## src/rtl/router_inject_port.sv

```systemverilog
// Flit transmitter feeding one router input channel: turns a packet request plus
// payload stream into head/body/tail flits and tracks per-VC credits.
module router_inject_port #(
  parameter int DATA_WIDTH   = 64,
  parameter int ADDR_WIDTH   = 6,
  parameter int VC_BUF_DEPTH = 8,
  parameter int MAX_BODY     = 15
) (
  input  logic                                clk,
  input  logic                                reset,
  input  logic [ADDR_WIDTH-1:0]               router_address,
  input  logic                                pkt_valid,
  output logic                                pkt_ready,
  input  logic [ADDR_WIDTH-1:0]               pkt_dest,
  input  logic                                pkt_vc,
  input  logic [$clog2(MAX_BODY+1)-1:0]       pkt_len,
  input  logic                                data_valid,
  output logic                                data_ready,
  input  logic [DATA_WIDTH-1:0]               data_in,
  output logic [DATA_WIDTH+3:0]               channel_out,
  input  logic [1:0]                          flow_ctrl_in,
  output logic                                error
);

  localparam int LEN_W = $clog2(MAX_BODY + 1);
  localparam int CNT_W = $clog2(VC_BUF_DEPTH + 1);
  localparam int PAD_W = DATA_WIDTH - 2 * ADDR_WIDTH - LEN_W;

  typedef enum logic [1:0] {
    IDLE = 2'd0,
    HEAD = 2'd1,
    BODY = 2'd2
  } state_t;

  state_t                state_q, state_d;
  logic [ADDR_WIDTH-1:0] cur_dest_q, cur_dest_d;
  logic                  cur_vc_q, cur_vc_d;
  logic [LEN_W-1:0]      cur_len_q, cur_len_d;
  logic [LEN_W-1:0]      rem_q, rem_d;
  logic [CNT_W-1:0]      cnt_q [2];
  logic [CNT_W-1:0]      cnt_d [2];
  logic                  error_q, error_d;
  logic [DATA_WIDTH+3:0] channel_q, channel_d;

  logic                  can_send;
  logic                  send;
  logic [1:0]            credit_hit;
  logic [1:0]            send_hit;
  logic [DATA_WIDTH-1:0] head_data;

  // Send eligibility uses the count registered at the start of the cycle.
  assign can_send  = (cur_vc_q ? cnt_q[1] : cnt_q[0]) != '0;
  assign head_data = {cur_dest_q, router_address, cur_len_q, {PAD_W{1'b0}}};

  always_comb begin
    state_d    = state_q;
    cur_dest_d = cur_dest_q;
    cur_vc_d   = cur_vc_q;
    cur_len_d  = cur_len_q;
    rem_d      = rem_q;
    pkt_ready  = 1'b0;
    data_ready = 1'b0;
    send       = 1'b0;
    channel_d  = '0;
    case (state_q)
      IDLE: begin
        pkt_ready = 1'b1;
        if (pkt_valid) begin
          cur_dest_d = pkt_dest;
          cur_vc_d   = pkt_vc;
          cur_len_d  = pkt_len;
          state_d    = HEAD;
        end
      end
      HEAD: begin
        if (can_send) begin
          send      = 1'b1;
          channel_d = {1'b1, 1'b1, (cur_len_q == '0), cur_vc_q, head_data};
          if (cur_len_q == '0) begin
            state_d = IDLE;
          end else begin
            rem_d   = cur_len_q;
            state_d = BODY;
          end
        end
      end
      BODY: begin
        data_ready = can_send;
        if (data_valid && can_send) begin
          send      = 1'b1;
          channel_d = {1'b1, 1'b0, (rem_q == LEN_W'(1)), cur_vc_q, data_in};
          rem_d     = rem_q - 1'b1;
          if (rem_q == LEN_W'(1)) state_d = IDLE;
        end
      end
      default: state_d = IDLE;
    endcase
  end

  assign credit_hit = {flow_ctrl_in[1] & flow_ctrl_in[0], flow_ctrl_in[1] & ~flow_ctrl_in[0]};
  assign send_hit   = {send & cur_vc_q, send & ~cur_vc_q};

  // A simultaneous send and credit on one VC cancel; an overflowing credit saturates.
  always_comb begin
    cnt_d[0] = cnt_q[0];
    cnt_d[1] = cnt_q[1];
    error_d  = error_q;
    for (int v = 0; v < 2; v++) begin
      if (credit_hit[v] && !send_hit[v]) begin
        if (cnt_q[v] == CNT_W'(VC_BUF_DEPTH)) error_d = 1'b1;
        else cnt_d[v] = cnt_q[v] + 1'b1;
      end else if (send_hit[v] && !credit_hit[v]) begin
        cnt_d[v] = cnt_q[v] - 1'b1;
      end
    end
  end

  always_ff @(posedge clk or posedge reset) begin
    if (reset) begin
      state_q    <= IDLE;
      cur_dest_q <= '0;
      cur_vc_q   <= 1'b0;
      cur_len_q  <= '0;
      rem_q      <= '0;
      cnt_q[0]   <= CNT_W'(VC_BUF_DEPTH);
      cnt_q[1]   <= CNT_W'(VC_BUF_DEPTH);
      error_q    <= 1'b0;
      channel_q  <= '0;
    end else begin
      state_q    <= state_d;
      cur_dest_q <= cur_dest_d;
      cur_vc_q   <= cur_vc_d;
      cur_len_q  <= cur_len_d;
      rem_q      <= rem_d;
      cnt_q[0]   <= cnt_d[0];
      cnt_q[1]   <= cnt_d[1];
      error_q    <= error_d;
      channel_q  <= channel_d;
    end
  end

  assign channel_out = channel_q;
  assign error       = error_q;

endmodule
```

## config.mk

```make
export PLATFORM = sky130hd
export DESIGN_NAME = router_inject_port
export DESIGN_NICKNAME = d
export VERILOG_FILES = /design/src/rtl/router_inject_port.sv
export SDC_FILE = /design/constraint.sdc
export NUM_CORES = 1
export LEC_CHECK = 0
export BUFFER_PORTS_ARGS = -buffer_cell sky130_fd_sc_hd__clkbuf_2
export CORE_UTILIZATION = 51
export DETAILED_ROUTE_END_ITERATION = 8
export PLACE_DENSITY = 0.95
export SLEW_MARGIN = 5
export SYNTH_ARGS = -nofsm -noshare
export SYNTH_HDL_FRONTEND = slang
export SYNTH_SLANG_ARGS = --single-unit
```

## constraint.sdc

```tcl
create_clock -name clk -period 8.7 [get_ports clk]
set_input_delay 1.305 -clock clk [delete_from_list [all_inputs] [get_ports clk]]
set_output_delay 1.305 -clock clk [all_outputs]
set_load 0.03 [all_outputs]
```

### After elaboration in Yosys (flattened, before gate mapping)

Cells that the tools add are included.

* add/subtract/negate cells: 5
* eq/ne operators: 12
* muxes and demuxes: 29
* bitwise gates (word level): 6
* reductions and logical operators: 20

Operators by type and width (count)
* $mux 68: 2
* $pmux 68 s2: 1
* $mux 4: 10
* $ne 2x2->1 const B: 7
* $sub 4x1->4 const B: 3
* $mux 2: 5
* $add 4x1->4 const B: 2
* $eq 4x4->1 const B: 2
* $mux 1: 8
* $pmux 4 s2: 1
* $reduce_and 4->1: 2
* $pmux 2 s3: 1
* $reduce_and 2->1: 3
* $reduce_bool 2->1: 3
* $logic_and 1x1->1: 5
* $and 1x1->1: 4
* $eq 4x1->1 const B: 1
* $logic_not 1->1: 4
* $logic_not 4->1: 1
* $reduce_bool 4->1: 1
* $eq 2x1->1 const B: 1
* $eq 2x2->1 const B: 1
* $logic_not 2->1: 1
* $not 1->1: 2
* $pmux 1 s2: 1

* bits in registers: 94
* input port bits: 87
* output and inout port bits: 71
* word-level logic and storage cells: 81

### Logic depth before layout (Yosys ltp)

Gate-level depths: netlist (run 1).

* depth after elaboration: 11
* gate-level depth with buffers: 11
* mapped depth without buffers: 11

### Worst setup path after synthesis (run 1)

No wires, ideal clock.

* kind: input to register
* start point: in data_valid
* end point: reg cnt_q[7] (netlist name)
* setup time: 0.087 ns
* arrival: 2.777 ns
* data required time: 8.613 ns
* slack: 5.836 ns
* stages: 9
* buffers on the path: 0
* cell sequence: a21oi_1 or2_1 o21ai_0 ha_1 a31oi_1 nor2b_1 nand2_1 a32oi_1 o21ai_0

* word-level cells in the longest chain between the ends: 8
* elaborated cells between the ends (all ways): 11
* classes of those cells: eq/ne: 1; mux: 3; bitwise: 1; reduce/logical: 6

Ends and longest elaborated chain
* start, declared: RTL line 17 `input logic data_valid,`
* $logic_and 1x1->1 *: RTL line 89 `if (data_valid && can_send) begin`
* $mux 1 *: RTL line 89
* $pmux 1 s2 *: RTL line 65 `case (state_q)`
* $and 1x1->1 *: RTL line 101 `assign send_hit = {send & cur_vc_q, send & ~cur_vc_q};`
* $logic_not 1->1: RTL line 109 `if (credit_hit[v] && !send_hit[v]) begin`
* $logic_and 1x1->1: RTL line 109
* $ne 2x2->1 (no line) / $reduce_bool 2->1 (equally long branches)
* $reduce_and 2->1 (no line)
* end, declared: RTL line 40 `logic [CNT_W-1:0] cnt_q [2];`

Every way passes the cells marked *; elsewhere a longest branch is shown, timed or not.
A chain may end at the register's enable or synchronous reset.

### Worst setup path after layout (run 1)

* start point: reg cnt_q[0] (netlist name)
* end point: out data_ready

* word-level cells in the longest chain between the ends: 3

Ends and longest elaborated chain
* $mux 4: RTL line 52 `assign can_send = (cur_vc_q ? cnt_q[1] : cnt_q[0]) != '0;`
* $reduce_bool 4->1: RTL line 52
* $mux 1: RTL line 65
* end, declared: RTL line 18 `output logic data_ready,`

No other way between the ends.

==> out/summary.txt, run 1 <==
slowest CP cell = dfrtp_1
CP startpoint = cnt_q[0]
Top FF cell, synth = dfrtp_1
Worst VDD drop = 148.5 uV
Post-Synthesis Cells = 293
register share of total power = 42.2%
Area growth syn-to-layout = 27.51%
total track usage = 20.76%
Initial Util = 52.61%
Die X-Extent = 88.50 um
H-tree depth = 3
Sw Pwr = 0.5658 mW
Clock Sinks = 94
r2r startpoint = state_q[0]
1st-iter DRT viols = 62
Layout Cell Area excl Fill = 4866 um2
row cnt = 31
Max Clock Skew = 17.80 ps
die area = 7832 um2
boundary pin count = 158
# setup viols final = 0
Min Hold Slack = 492.8 ps
pin count of the biggest net entering global routing = 67
post-cts resize count = 0
die span in y = 88.50 um
actual slew at the worst max-slew pin = 803.9 ps
hold crit path type = reg -> reg
Hold Path Depth = 1
post-synthesis cell area = 3816 um2
drt first pass iters = 4
Post-CTS Setup Bufs = 0
count of final max-slew check failures = 0
Req. time, crit path = 7390 ps
Seq cells post-synth = 94
most area-hungry cell type in the Yosys netlist = dfrtp_1
Skew-Pair Late Insertion Delay = 370 ps
relative slew slack = 46.35%
reg2reg end = cnt_q[7]
RSZ-0062 raised after global routing = false
most frequent cell after synthesis = dfrtp_1
root buf cell = clkbuf_8
Worst Path Max Fanout = 6
Place WS = 5396 ps
HPWL Detailed = 6196 um
asr flop ratio synth = 100.0%
Leak = 2.595 nW
Inserted Clock Buffers = 9
Hold Buf Count CTS = 0
final WL = 8211 um
hold path endpoint = channel_out[59]
Worst-path clk slew = 100 ps
ANT cells = 0
gpl congestion = 0.8982
hold_sp = cur_dest_q[1]
Power per Cell Area = 307.8 nW/um2
Fin Setup TNS = 0 ps
total gr overflow = 0
total power = 1.498 mW
first-pass GRT wire length = 12210 um
Hold Fails Final Rpt = 0
initial antenna violation count = 0
number of global-route vias before repair = 2553
syn_nets = 389
Critical Path Start Type = flop
CTS tree = built
Post-DRT Antenna Nets = 0
Tcrit/Tclk final = 36.13%
Arr. time, crit path = 1840 ps
DR WL/cell = 14.82 um
Vias/cell = 5.014
CTS Buffer Depth = 2
Period minus WS final = 3143 ps
Placed Instance Area = 4628 um2
layout cell share with drive strength beyond 1 = 43.74%
max frequency = 318.1 MHz
Combinational Power Share = 35.7%
worst setup margin = 5557 ps
Residual DRC = 0
Post-synth EDFFs = 0
syn_area_per_cell = 13.02 um2
Crit. End Element = primary output
main area contributors after synthesis = dfrtp_1 (60%), and2_1 (8.0%), mux2_2 (4.7%)
PortBufs = 157
status = finished clean
largest stage delay on the critical path = 480 ps
CP cell instances = nor4_4 > mux2i_2 > and2_1 > clkbuf_2
Warnings, synthesis = 0
Netlist cell types = 43
vias = 2778
clock network power share = 22.1%
FF-to-FF path depth = 10
Sw Ratio = 37.78%
Pint = 0.9318 mW
flop-to-flop setup slack = 5810 ps
Yosys top cell area share = 60.33%
Seq/Total Area, Yosys = 61.70%
type of the worst setup path = reg -> out
fin nets = 546
Post-synth top cells = dfrtp_1 (92), and2_1 (49), a22o_1 (17)
number of max-cap violations = 0
Core ar. = 7253 um2
-- per-stage QoR --
step                      cells  utilization [%]
final                       554            67.09
after global routing        554            67.09
after CTS                   554            67.09
after detailed placement    538            63.81
after global placement      538            63.81
after floorplan             293                -
-- area by class of cell --
cell class / instances / area (um2)
Inverter: 7 / 27.53
Multi-Input combinational cell: 180 / 1329
Fill cell: 537 / 2387
Sequential cell: 94 / 2355
Clock buffer: 9 / 123.9
Timing Repair Buffer: 158 / 793.3
Tap cell: 99 / 123.9
Clock inverter: 7 / 113.9
-- routing by layer --
metal	up-vias	routed length, um	global-route usage, %
met5	-	0	0
met4	0	153	8.065
met3	13	473	5.037
met2	104	4406	37.48
met1	1343	3177	23.68
li1	1318	-	-
-- registers in the layout, indices dropped and copies added, names as in the netlist --
name / flops
cur_len_q: 4
cnt_q: 8
state_q: 2
error: 1
cur_vc_q: 1
channel_out: 68
rem_q: 4
cur_dest_q: 6
-- placed cells by master, fill, tap and decap left out, types with 2 or more instances in the layout --
cell / synthesis / layout
a21oi_1: 9 / 9
a22o_1: 17 / 17
a31oi_1: 2 / 2
and2_1: 49 / 49
bufinv_16: 0 / 2
clkbuf_2: 0 / 157
clkbuf_8: 0 / 9
dfrtp_1: 92 / 92
dfstp_2: 2 / 2
ha_1: 9 / 9
inv_1: 7 / 6
inv_6: 0 / 2
mux2_2: 16 / 16
mux2i_1: 4 / 4
nand2_1: 8 / 8
nand2b_1: 2 / 2
nand3_1: 4 / 4
nor2_1: 10 / 10
nor2b_1: 3 / 3
nor3_1: 6 / 6
nor4_4: 2 / 2
o21ai_0: 11 / 11
or2_1: 2 / 2
or3_1: 2 / 2
xnor2_1: 4 / 4
xor2_1: 2 / 2
-- cells by family after synthesis --
kind of cell,after synthesis,synth area share (%)
simple gates,93,14.79
flops,94,61.70
mux,21,6.131
buf+inv,19,3.475
xor+xnor,6,1.377
compound gates,51,9.574
fa+ha+maj,9,2.951
-- worst max-delay path: cells and delay by family, from the launching register on --
kind | cells | cell delay, ps
simple gates | 2 | 640
mux | 1 | 180
flops | 1 | 480
buf+inv | 1 | 180
-- worst max-delay path by stage --
stage | end | slack [ps] | cells past startpoint
6_report | data_ready | 5560 | 4
3_5_place_dp | cnt_q[7] | 5400 | 10
4_1_cts | data_ready | 5540 | 4
5_1_grt | data_ready | 5420 | 4
2_1_floorplan | channel_out[0] | 4950 | 1
3_3_place_gp | cnt_q[7] | 5560 | 10
-- power by group through the flow --
stage | sequential, mW | clock [mW] | combinational (mW)
5_1_grt | 0.645 | 0.357 | 0.589
3_5_place_dp | 0.642 | 0 | 0.536
3_3_place_gp | 0.633 | 0 | 0.511
6_report | 0.633 | 0.331 | 0.534
2_1_floorplan | 0.713 | 0 | 0.333
4_1_cts | 0.632 | 0.337 | 0.538
Note: power is estimated with default switching activity, not from simulation.
==> inputs of run 2 (changes only) <==
--- a/config.mk
+++ b/config.mk
@@ -5,10 +5,11 @@
 export SDC_FILE = /design/constraint.sdc
 export NUM_CORES = 1
 export LEC_CHECK = 0
+export ABC_AREA = 1
 export BUFFER_PORTS_ARGS = -buffer_cell sky130_fd_sc_hd__clkbuf_2
-export CORE_UTILIZATION = 51
+export CORE_UTILIZATION = 44
 export DETAILED_ROUTE_END_ITERATION = 8
-export PLACE_DENSITY = 0.95
+export PLACE_DENSITY = 0.88
 export SLEW_MARGIN = 5
 export SYNTH_ARGS = -nofsm -noshare
 export SYNTH_HDL_FRONTEND = slang
==> constraint.sdc (replaced) <==
create_clock -name clk -period 2.6 [get_ports clk]
set_input_delay 0.39 -clock clk [delete_from_list [all_inputs] [get_ports clk]]
set_output_delay 0.39 -clock clk [all_outputs]
set_load 0.03 [all_outputs]
==> run 2 against run 1 <==
Sequential cell count stayed put; clock power rose to 2.8 times the previous value; count of clock-buffer cells in the layout did not move; largest cell class unchanged; highest routed layer unchanged; area after synthesis rose by 3.7%; cell area rose by 4.4%; core utilization is 8.8 points lower.
==> out/summary.txt, run 2 <==
slowest CP cell = dfrtp_1
Skew-Pair Late Insertion Delay = 360 ps
Worst Path Max Fanout = 7
Area growth syn-to-layout = 28.39%
syn_area_per_cell = 9.559 um2
most frequent cells in the layout = clkbuf_2 (157), dfrtp_1 (92), inv_1 (79)
met2 Use GR = 34.72%
Post-synth top cells = dfrtp_1 (92), inv_1 (80), nor2_1 (58)
1st-iter DRT viols = 115
asr flop ratio synth = 100.0%
Max Clock Skew = 10.18 ps
layout cell share with drive strength beyond 1 = 36.36%
first-pass GRT wire length = 15000 um
Post-DRT Antenna Nets = 0
Post-Synthesis Cells = 414
# setup viols final = 0
Yosys top cell area share = 58.17%
most frequent cell after synthesis = dfrtp_1
Seq cells post-synth = 94
Post-CTS Setup Bufs = 0
DR WL/cell = 12.44 um
type of the worst setup path = reg -> reg
r2r startpoint = state_q[0]
Post-synth EDFFs = 0
hold crit path type = in -> async
GRT met3 Usage = 4.697%
Crit. End Element = flop
fill count = 732
initial antenna violation count = 0
Hold Fails Final Rpt = 0
pin count of the biggest net entering global routing = 50
Vias/cell = 4.685
Fin Setup TNS = 0 ps
Power per Cell Area = 1065 nW/um2
vias = 3237
Period minus WS final = 2238 ps
Req. time, crit path = 2900 ps
total track usage = 19.91%
main area contributors after synthesis = dfrtp_1 (58%), inv_1 (7.6%), nor2_1 (5.5%)
Seq/Total Area, Yosys = 59.50%
root buf cell = clkbuf_8
total gr overflow = 0
grt peak-use layer = met2
actual slew at the worst max-slew pin = 845.6 ps
CP cell instances = inv_1 > ha_1 > nand2_1 > inv_2 > nand4_4 > nand2_4 > nand2_4 > nand2_4 > ha_1 > nand2_1 > nand3b_1 > nand2_1 > nand2_1 > nand3_1 > nand2_1
Clock Sinks = 94
HPWL Detailed = 6650 um
Inserted Clock Buffers = 9
Leak = 3.089 nW
relative slew slack = 43.42%
H-tree depth = 3
boundary pin count = 158
number of max-cap violations = 0
ANT cells = 0
Top FF cell, synth = dfrtp_1
most common cell after layout, fill and taps aside = clkbuf_2
Tcrit/Tclk final = 86.08%
Critical Path Start Type = flop
post-synthesis cell area = 3958 um2
post-cts resize count = 0
total power = 5.411 mW
most frequent CP cell = nand2_1
PortBufs = 157
Die X-Extent = 96.84 um
Worst-path clk slew = 100 ps
Residual DRC = 0
met1 Use GR = 23.08%
largest stage delay on the critical path = 400 ps
Warnings, synthesis = 0
row cnt = 34
syn_nets = 510
number of global-route vias before repair = 3341
reg2reg end = cnt_q[3]
count of final max-slew check failures = 0
Worst VDD drop = 583.6 uV
most area-hungry cell type in the Yosys netlist = dfrtp_1
fin nets = 674
CTS Buffer Depth = 2
flop-to-flop setup slack = 360 ps
Hold Buf Count CTS = 0
drt first pass iters = 4
Arr. time, crit path = 2540 ps
gpl congestion = 0.8561
final WL = 8597 um
Netlist cell types = 32
die span in y = 96.84 um
Initial Util = 45.38%
Core ar. = 8721 um2
die area = 9378 um2
CTS tree = built
Largest register FFs = 68
status = finished clean
FF-to-FF path depth = 15
max frequency = 446.8 MHz
RSZ-0062 raised after global routing = false
==> run 2: changes by cell type in the layout (fill, tap and decap cells not counted), moves of 6 or more <==
cell,change
a22o_1,-17
and2_1,-49
buf_4,+6
inv_1,+73
inv_2,+6
mux2_2,-9
nand2_1,+48
nand2_4,+6
nand3_1,+37
nor2_1,+48
nor3_1,-6
==> run 2: cell type report <==
cell class	instances	area (um2)	area share, %
clock buffers	9	123.9	2.438
clock inverters	7	68.82	1.354
flip-flops and latches	94	2355	46.34
inverters	86	326.6	6.427
repair buffers	164	838.3	16.50
multi-input cells	223	1234	24.28
well taps	108	135.1	2.659
==> run 2: worst max-delay path, delay by kind of cell, from the launching register on <==
family | cells | cell delay [ps]
flops | 1 | 400
simple gates | 11 | 950
fa+ha+maj | 2 | 710
buf+inv | 2 | 130
==> run 2: per-stage QoR <==
stage | hold slack [ps] | cells | worst slack (ps) | cell area, um2 | util (%)
finish | 9.550 | 691 | 361.8 | 5081 | 58.26
global route | 22.45 | 691 | 166.1 | 5081 | 58.26
CTS | 9.492 | 691 | 379.4 | 5081 | 58.26
detailed placement | 418.3 | 675 | 408.6 | 4888 | 56.05
global placement | 412.1 | 675 | 526.1 | 4888 | 56.05
floorplan | 473.1 | 414 | 483.5 | 3961 | -
==> run 2: kinds of logic (layout without fill, tap and decap cells) <==
kind of cell	count (synthesis)	after routing	share of synthesized area [%]
flip-flops	94	94	59.50
AO/OA/AOI/OAI	29	29	4.331
buffers and inverters	97	266	9.326
AND/OR/NAND/NOR	173	173	20.90
adder cells (fa/ha/maj)	9	9	2.845
multiplexers	7	7	1.992
XOR/XNOR	5	5	1.106
==> run 2: power by group <==
part	leakage (nW)	internal [mW]	switching [mW]	total, mW
clock	0.0964	0.372	0.562	0.935
combinational	1.75	0.755	1.62	2.37
sequential	1.24	1.88	0.230	2.11
==> run 2: layer usage <==
layer / wire, um / vias up / part of all wire [%]
li1: - / 1587 / -
met1: 3472 / 1517 / 40
met2: 4508 / 115 / 52
met3: 462 / 18 / 5.4
met4: 153 / 0 / 1.8
met5: 0 / - / 0
==> run 2: how the worst max path moves through the flow <==
stage	cells after the start	start	endpoint
5_1_grt	15	state_q[0]	cnt_q[6]
2_1_floorplan	15	state_q[0]	cnt_q[6]
3_3_place_gp	15	state_q[0]	cnt_q[6]
6_report	15	state_q[0]	cnt_q[3]
4_1_cts	5	state_q[0]	data_ready
3_5_place_dp	15	state_q[0]	cnt_q[2]
